===== src/rtl/bitrev_frame_buf_if.sv =====
// bitrev_frame_buf_if: sample-in / reordered-sample-out streaming bus for bitrev_frame_buf
interface bitrev_frame_buf_if #(
  parameter int N_LOG2 = 4,
  parameter int DATA_W = 64
);
  logic              in_valid;
  logic              in_ready;
  logic [DATA_W-1:0] in_data;
  logic              rev_en;
  logic              out_valid;
  logic              out_ready;
  logic [DATA_W-1:0] out_data;
  logic [N_LOG2-1:0] out_idx;
  logic              out_last;
  modport master (
    output in_valid, in_data, rev_en, out_ready,
    input  in_ready, out_valid, out_data, out_idx, out_last
  );
  modport slave (
    input  in_valid, in_data, rev_en, out_ready,
    output in_ready, out_valid, out_data, out_idx, out_last
  );
endinterface


===== src/rtl/bitrev_frame_buf.sv =====
// bitrev_frame_buf: ping-pong frame buffer emitting each frame in bit-reversed or natural order
module bitrev_frame_buf #(
  parameter int N_LOG2 = 4,
  parameter int DATA_W = 64
) (
  input logic clk,
  input logic rst,
  bitrev_frame_buf_if.slave bus
);
  localparam int N = 1 << N_LOG2;
  typedef enum logic [1:0] {EMPTY, FILLING, FULL} bank_t;
  bank_t             st [2];
  bank_t             st_n [2];
  logic              rev [2];
  logic              wb, rb;
  logic [N_LOG2-1:0] wcnt, rcnt, waddr;
  logic [DATA_W-1:0] mem [2][N];
  logic              wr, rd, wrev;
  function automatic logic [N_LOG2-1:0] bitrev(input logic [N_LOG2-1:0] x);
    for (int i = 0; i < N_LOG2; i++) bitrev[i] = x[N_LOG2-1-i];
  endfunction
  // reordering happens on the write side; reads always walk slots 0..N-1
  always_comb begin
    bus.in_ready  = st[wb] != FULL;
    bus.out_valid = st[rb] == FULL;
    bus.out_data  = mem[rb][rcnt];
    bus.out_idx   = rev[rb] ? bitrev(rcnt) : rcnt;
    bus.out_last  = bus.out_valid && &rcnt;
    wr            = bus.in_valid && bus.in_ready;
    rd            = bus.out_valid && bus.out_ready;
    wrev          = st[wb] == EMPTY ? bus.rev_en : rev[wb];
    waddr         = wrev ? bitrev(wcnt) : wcnt;
    st_n          = st;
    if (wr) st_n[wb] = &wcnt ? FULL : FILLING;
    if (rd && bus.out_last) st_n[rb] = EMPTY;
  end
  always_ff @(posedge clk) begin
    if (rst) begin
      st   <= '{EMPTY, EMPTY};
      rev  <= '{1'b0, 1'b0};
      wb   <= 1'b0;
      rb   <= 1'b0;
      wcnt <= '0;
      rcnt <= '0;
    end else begin
      st <= st_n;
      if (wr) begin
        wcnt <= wcnt + 1'b1;
        if (st[wb] == EMPTY) rev[wb] <= bus.rev_en;
        if (&wcnt) wb <= ~wb;
      end
      if (rd) begin
        rcnt <= rcnt + 1'b1;
        if (&rcnt) rb <= ~rb;
      end
    end
  end
  always_ff @(posedge clk) if (wr) mem[wb][waddr] <= bus.in_data;
endmodule

===== src/flat_wrapper.sv =====
// flat-port wrapper written by rule: the top's interface ports become plain ports
module bitrev_frame_buf_flat 
#(
  parameter int N_LOG2 = 4,
  parameter int DATA_W = 64
)
  (clk, rst, bus_in_valid, bus_in_data, bus_rev_en, bus_out_ready, bus_in_ready, bus_out_valid, bus_out_data, bus_out_idx, bus_out_last);
  bitrev_frame_buf_if #(.N_LOG2(N_LOG2), .DATA_W(DATA_W)) bus_i ();
  input logic clk;
  input logic rst;
  input wire logic [$bits(bus_i.in_valid)-1:0] bus_in_valid;
  input wire logic [$bits(bus_i.in_data)-1:0] bus_in_data;
  input wire logic [$bits(bus_i.rev_en)-1:0] bus_rev_en;
  input wire logic [$bits(bus_i.out_ready)-1:0] bus_out_ready;
  output wire logic [$bits(bus_i.in_ready)-1:0] bus_in_ready;
  output wire logic [$bits(bus_i.out_valid)-1:0] bus_out_valid;
  output wire logic [$bits(bus_i.out_data)-1:0] bus_out_data;
  output wire logic [$bits(bus_i.out_idx)-1:0] bus_out_idx;
  output wire logic [$bits(bus_i.out_last)-1:0] bus_out_last;
  assign bus_i.in_valid = bus_in_valid;
  assign bus_i.in_data = bus_in_data;
  assign bus_i.rev_en = bus_rev_en;
  assign bus_i.out_ready = bus_out_ready;
  assign bus_in_ready = bus_i.in_ready;
  assign bus_out_valid = bus_i.out_valid;
  assign bus_out_data = bus_i.out_data;
  assign bus_out_idx = bus_i.out_idx;
  assign bus_out_last = bus_i.out_last;
  bitrev_frame_buf #(.N_LOG2(N_LOG2), .DATA_W(DATA_W)) u_core (.clk(clk), .rst(rst), .bus(bus_i));
endmodule

===== config.mk =====
export PLATFORM = sky130hd
export DESIGN_NAME = bitrev_frame_buf_flat
export DESIGN_NICKNAME = d
export VERILOG_FILES = /design/src/rtl/bitrev_frame_buf_if.sv /design/src/rtl/bitrev_frame_buf.sv /design/src/flat_wrapper.sv
export SDC_FILE = /design/constraint.sdc
export NUM_CORES = 2
export LEC_CHECK = 0
export BUFFER_PORTS_ARGS = -buffer_cell sky130_fd_sc_hd__buf_4
export CAP_MARGIN = 15
export CORE_UTILIZATION = 48
export CTS_CLUSTER_SIZE = 40
export DETAILED_ROUTE_END_ITERATION = 8
export PLACE_DENSITY_LB_ADDON = 0.08
export SLEW_MARGIN = 5
export SYNTH_ARGS = -nofsm -noshare
export SYNTH_HDL_FRONTEND = slang
export SYNTH_SLANG_ARGS = --single-unit
export TNS_END_PERCENT = 30

===== constraint.sdc =====
create_clock -name clk -period 8.55 [get_ports clk]
set_input_delay 1.71 -clock clk [delete_from_list [all_inputs] [get_ports clk]]
set_output_delay 1.71 -clock clk [all_outputs]
set_load 0.05 [all_outputs]

== Word level (Yosys, flattened, before mapping) ==
Memory sizes are Yosys's and may differ from the RTL's. A register that Yosys moved wholly into a read port is not among the register bits.
Cells that the tools add are included.
Widths: inputs -> output; s select.

* Add/subtract/negate cells: 2
* Multiply operators: 0
* Div/mod/pow operators: 0
* $lt $le $gt $ge: 7
* Equality and inequality tests: 2
* Shift-type cells: 0
* Multiplexer cells: 35
* Bitwise logic cells: 8
* Reduce and logical (&&, ||, !) cells: 13

{| class="wikitable"
|+ Operators by type and width
! operator !! number
|-
| $mux 1024 || 1
|-
| $bmux 64 s4 || 1
|-
| $demux 64 s4 || 1
|-
| $mux 64 || 3
|-
| $mux 2 || 9
|-
| $mux 4 || 4
|-
| $mux 1 || 11
|-
| $ge 5x5->1 const B || 2
|-
| $not 4->5 || 2
|-
| $reduce_and 5->1 || 2
|-
| $add 4x1->4 const B || 2
|-
| $reduce_and 4->1 || 2
|-
| $logic_and 1x1->1 || 7
|-
| $lt 5x1->1 const B || 1
|-
| $and 4x4->4 || 1
|-
| $bwmux 4 || 1
|-
| $demux 2 s1 || 2
|-
| $ge 2x2->1 const B || 2
|-
| $lt 2x1->1 const B || 2
|-
| $not 1->2 || 2
|-
| $not 4->4 || 1
|-
| $bwmux 2 || 1
|-
| $eq 2x2->1 const B || 1
|-
| $logic_not 2->1 || 1
|-
| 4 further kinds || 5
|}

* Bits in registers: 16
* Latch bits: 0
* Bits in writable memories: 2,048
* ROM bits: 0
* Bits of input ports: 69
* Output and inout port bits: 71
* Word-level logic and storage cells: 76
* Memories kept: 1

{| class="wikitable"
|+ Memories
! memory !! words !! bits a word !! read ports !! clocked after Yosys merged registers in !! wr ports !! RTL line !! text
|-
| u_core.mem || 2 || 1,024 || 1 || 1 || 1 || bitrev_frame_buf.sv:17 || <nowiki>logic [DATA_W-1:0] mem [2][N];</nowiki>
|}

== Longest topological paths before layout ==
* Depth in word-level cells: 13
* Gate-level depth with buffers: 9
* Gate-level depth less buffers: 4

== Least setup slack after synthesis ==
OpenSTA, ideal clock, no wires.

* Path kind: input to register
* Start point: in bus_rev_en
* End point: mem u_core.mem[0][256] (netlist bit) (enable)
* Library setup time: 0.582 ns
* Arrival: 7.324 ns
* Required time: 7.968 ns
* Slack: 0.644 ns
* Stages: 4
* Path buffers: 0
* Cells stage by stage: or3b_1 -> and3_4 -> or3_1 -> a211oi_1

* Cells in the longest elaborated chain, start to end: 8
* Elaborated cells on any way between the ends: 9
* Classes of those cells: 2 x order compare; 5 x mux; 1 x bitwise; 1 x reduce/logical

{| class="wikitable"
|+ Ends and longest elaborated chain
! what !! RTL line !! text
|-
| start, declared || flat_wrapper.sv:13 || <nowiki>input wire logic [$bits(bus_i.rev_en)-1:0] bus_rev_en;</nowiki>
|-
| $mux 1 * || bitrev_frame_buf.sv:31 || <nowiki>wrev = st[wb] == EMPTY ? bus.rev_en : rev[wb];</nowiki>
|-
| $mux 4 * || bitrev_frame_buf.sv:32 || <nowiki>waddr = wrev ? bitrev(wcnt) : wcnt;</nowiki>
|-
| $not 4->5 (implied by the code) * || bitrev_frame_buf.sv:58 || <nowiki>always_ff @(posedge clk) if (wr) mem[wb][waddr] <= bus.in_data;</nowiki>
|-
| $ge 5x5->1 (implied by the code) / $lt 5x1->1 (equally long branches) || bitrev_frame_buf.sv:58 ||
|-
| $logic_and 1x1->1 (implied by the code) || bitrev_frame_buf.sv:58 ||
|-
| $mux 64 (implied by the code) || bitrev_frame_buf.sv:58 ||
|-
| $demux 64 s4 * || bitrev_frame_buf.sv:58 ||
|-
| $mux 1024 (implied by the code) * || bitrev_frame_buf.sv:58 ||
|-
| end, declared || bitrev_frame_buf.sv:17 ||
|}

Every way passes the cells marked *; elsewhere a longest branch is shown, timed or not.

== Worst setup path in the final report ==
* Start point: reg u_core.rcnt[1]
* End point: out bus_out_data[33]

* Cells in the longest elaborated chain, start to end: 4

{| class="wikitable"
|+ Ends and longest elaborated chain
! what !! RTL line !! text
|-
| start, declared || bitrev_frame_buf.sv:16 || <nowiki>logic [N_LOG2-1:0] wcnt, rcnt, waddr;</nowiki>
|-
| start signal, assigned || bitrev_frame_buf.sv:53 || <nowiki>rcnt <= rcnt + 1'b1;</nowiki>
|-
| $not 4->5 (implied by the code) || bitrev_frame_buf.sv:26 || <nowiki>bus.out_data = mem[rb][rcnt];</nowiki>
|-
| $bmux 64 s4 || bitrev_frame_buf.sv:26 ||
|-
| $mux 64 (implied by the code) (2 in series) || bitrev_frame_buf.sv:26 ||
|-
| end, declared || flat_wrapper.sv:17 || <nowiki>output wire logic [$bits(bus_i.out_data)-1:0] bus_out_data;</nowiki>
|}

Every way passes these cells. The select of a mux whose other input is x is not followed.

==> impl_summary.log <==
INFO  metric run_status = finished, final reports clean
INFO  metric port_buffers = between 100 and 150
INFO  metric min-delay-path-class = reg -> reg
INFO  metric synth_flop_cell = edfxtp_1
INFO  metric post-cts-setup-buffers = 0
INFO  metric die_y = 407 um
INFO  metric layout_commonest_cell = edfxtp_1
INFO  metric holdWs = 0.527 ns
INFO  metric finalClockSkew = about 0.022 ns
INFO  metric critPathLaunchType = flip-flop
INFO  metric rsz_0062_raised_after_global_routing = no
INFO  metric setup_viol_count_final = 0
INFO  metric final_period_minus_worst_setup_slack = around 6.6 ns
INFO  metric final_util = between 50% and 60%
INFO  metric maximum_clock_insertion_buffer_count = 3
INFO  metric timing_worst_slew_pin_value = 1.22 ns
INFO  metric dr_iter_0_viols = roughly 4200
INFO  metric synth-seq-cells = just over 2000
INFO  metric mostFrequentLayoutCells = 2048 x edfxtp_1, 378 x mux4_2, 233 x buf_4
INFO  metric cell_seen_most_often_among_critical_path_stages = buf_4
INFO  metric post_dr_wirelength_cell = ~33 um
INFO  metric grt_first_pass_wirelength = between 200000 and 300000 um
INFO  metric overall_overflow_remaining_after_global_route = 0
INFO  metric drt-total-wl = around 200000 um
INFO  metric tritoncts_clock_tree = done
INFO  metric timing.critical_path.to_type = output port
INFO  metric netlist_area = between 70000 and 80000 um2
INFO  metric clock.fmax = between 0.15 and 0.2 GHz
INFO  metric design.portCount = 140
INFO  metric cts_sinks = between 2000 and 2500
INFO  metric critical-path-slowest-cell = buf_4
INFO  metric number_of_rows_created_at_floorplan = about 150
INFO  metric cts.clk_slew.worst_paths = ~0.060 ns
INFO  metric detailedPlacementHpwl = 105000 um
INFO  metric synth_enable_flop_cells = between 2000 and 2500
INFO  metric vias = 38300
INFO  metric fillers = between 10000 and 15000
INFO  metric htree_levels = 4
INFO  metric cts-buffers-inserted = about 210
INFO  metric longest_individual_stage_delay_on_the_worst_path = ~0.98 ns
INFO  metric synth_fa_ha_area_share = less than 1%
INFO  metric nets = just under 4000
INFO  metric critical_path.max_fanout = 61
INFO  metric cts_repair_resize_count = 0
INFO  metric clock-root-buffer = clkbuf_16
INFO  metric synthesis.instances = roughly 3500
INFO  metric placed_cells_incl_taps = about 5800
INFO  metric async_flop_share = 0%
INFO  metric core_area = about 160000 um2
INFO  metric syn-mean-instance-area = 22.2 um2
INFO  metric initial_core_util = about 48%
INFO  metric worstSetupPathType = reg -> out
INFO  metric groute.usage.overall = 24.7%
INFO  metric cp.required = 6.84 ns
INFO  metric power.density_cell_area = between 200 and 250 nW/um2
INFO  metric timing.slew.headroom = roughly 18%
INFO  metric num_antenna_cells = 0
INFO  metric dieWidth = slightly above 400 um
INFO  metric timing.final.max_slew_violations = 0
INFO  metric timing.final.crit_share = approximately 77%
INFO  metric yosys.area_share.xor_xnor = less than 1%
INFO  metric gp_routability_congestion = between 0.8 and 0.9
INFO  metric floorplan.die_area = 166000 um2
INFO  metric leakage_dissipation = roughly 27 nW
INFO  metric drive_gt1_share = roughly a quarter
INFO  metric seq_area_frac_synth = between 70% and 80%
INFO  metric clock_latency_of_the_later_clocked_register_in_the_worst_skew_pair = between 0.8 and 0.9 ns
INFO  metric synth_compound_area_share = around 4.5%
INFO  metric cp_cell_sequence = buf_4, nor2_2, buf_4, a22o_1, a221o_1, a21oi_1, buf_4
INFO  metric final.setup.tns = 0 ns
INFO  metric ys.warnings.count = 0
INFO  metric firstDrtPassIters = 5
INFO  metric remaining_drc_errors = 0
INFO  metric ir_worst_vdd = roughly 0.00024 V
INFO  metric max_cap_viol_count = 0
INFO  metric yosys.cell_types.count = between 50 and 60
INFO  metric grt_pass1_vias = 39300
INFO  metric grt_max_degree = about 120
INFO  metric grt_antenna_before_repair = 12
INFO  metric synth_mux_area_share = between 10% and 20%
INFO  metric yosys.area_share.simple = less than 1%
INFO  metric report.power.total = around 20 mW
INFO  metric layout.cells.non_filler = 6148
INFO  metric synth_nets = roughly 3600
INFO  metric cts-hold-fix-buffers = 0
INFO  metric area_delta_synth_final = 13.4%
INFO  metric worst-endpoint-arrival = approximately 4.9 ns
INFO  metric vias_per_cell = just over 6
INFO  metric final_antenna_net_count = 0
INFO  metric largest_family_of_logic_cells_by_synthesized_area = multiplexers
INFO  metric report.final.hold_viol_count = 0
## sequential cells by signal (all words and copies together), names as in the netlist, named ones only
register     count
u_core.wcnt      4
u_core.mem    2048
u_core.st        4
u_core.rb        1
u_core.rcnt      4
u_core.wb        1
u_core.rev       2
## worst max-delay path, delay by kind of cell (launching register included)
| kind | cells | cell delay [ns] |
|---|---|---|
| buf+inv | 3 | 1.63 |
| compound gates | 3 | 1.05 |
| flops | 1 | 0.91 |
| simple gates | 1 | 0.32 |
## Yosys cell counts, types with 33 or more instances
cell type | number | area share (%)
a211oi_1 | 33 | 0.31
a21oi_1 | 119 | 0.76
a22o_1 | 42 | 0.47
a22oi_1 | 68 | 0.65
buf_2 | 50 | 0.32
buf_4 | 34 | 0.32
clkbuf_1 | 75 | 0.36
edfxtp_1 | 2048 | 78
mux2_2 | 56 | 0.80
mux2i_1 | 221 | 2.8
mux4_2 | 378 | 11
o221ai_1 | 64 | 0.71
o22ai_1 | 90 | 0.72
## power by group
| part | switching [mW] | internal (mW) | total, mW |
|---|---|---|---|
| sequential | 0.0158 | 11.2 | 11.2 |
| combinational | 0.363 | 0.124 | 0.487 |
| clock | 3.77 | 5.00 | 8.77 |
| total | 4.15 | 16.3 | 20.5 |
## layout make-up
| cell class | instances | area, um2 | share of cell area (%) |
|---|---|---|---|
| repair buffers | 245 | 2000 | 2.25 |
| flip-flops and latches | 2065 | 61900 | 69.3 |
| well taps | 2175 | 2720 | 3.05 |
| clock buffers | 249 | 5420 | 6.08 |
| multi-input cells | 1273 | 16000 | 18.0 |
| clock inverters | 139 | 1150 | 1.29 |
| inverters | 2 | 10.0 | 0.0112 |
## worst paths after layout
path | start | end | slack (ns) | cells after the start
max | u_core.rcnt[1] | bus_out_data[33] | 1.94 | 7
min | u_core.rev[0] | u_core.rev[0] | 0.53 | 2
max reg2reg | u_core.st[2] | u_core.mem[1][257] | 4.58 | 5
min reg2reg | u_core.rev[0] | u_core.rev[0] | 0.53 | 2
## stage by stage
| step | cell area [um2] | setup slack [ns] |
|---|---|---|
| floorplan | 78700 | 0.644 |
| global placement | 82600 | 2.90 |
| detailed placement | 82600 | 2.82 |
| CTS | 89200 | 1.91 |
| global route | 89200 | 1.82 |
| finish | 89200 | 1.94 |
## kinds of logic after synthesis
kind of cell    count (synthesis)
fa+ha+maj                       2
buf+inv                       208
xor+xnor                        6
simple gates                  119
mux                           655
flops                        2065
compound gates                491
## metal layers
layer / up-vias / global-route usage, % / wire [um] / share of wire (%)
met5: - / 0 / 48 / 0.024
met4: 8 / 7.30 / 5360 / 2.6
met3: 299 / 5.00 / 15200 / 7.5
met2: 1616 / 39.0 / 97300 / 48
met1: 20700 / 35.0 / 84600 / 42
li1: 15700 / - / - / -
Note: power is estimated with default switching activity, not from simulation.
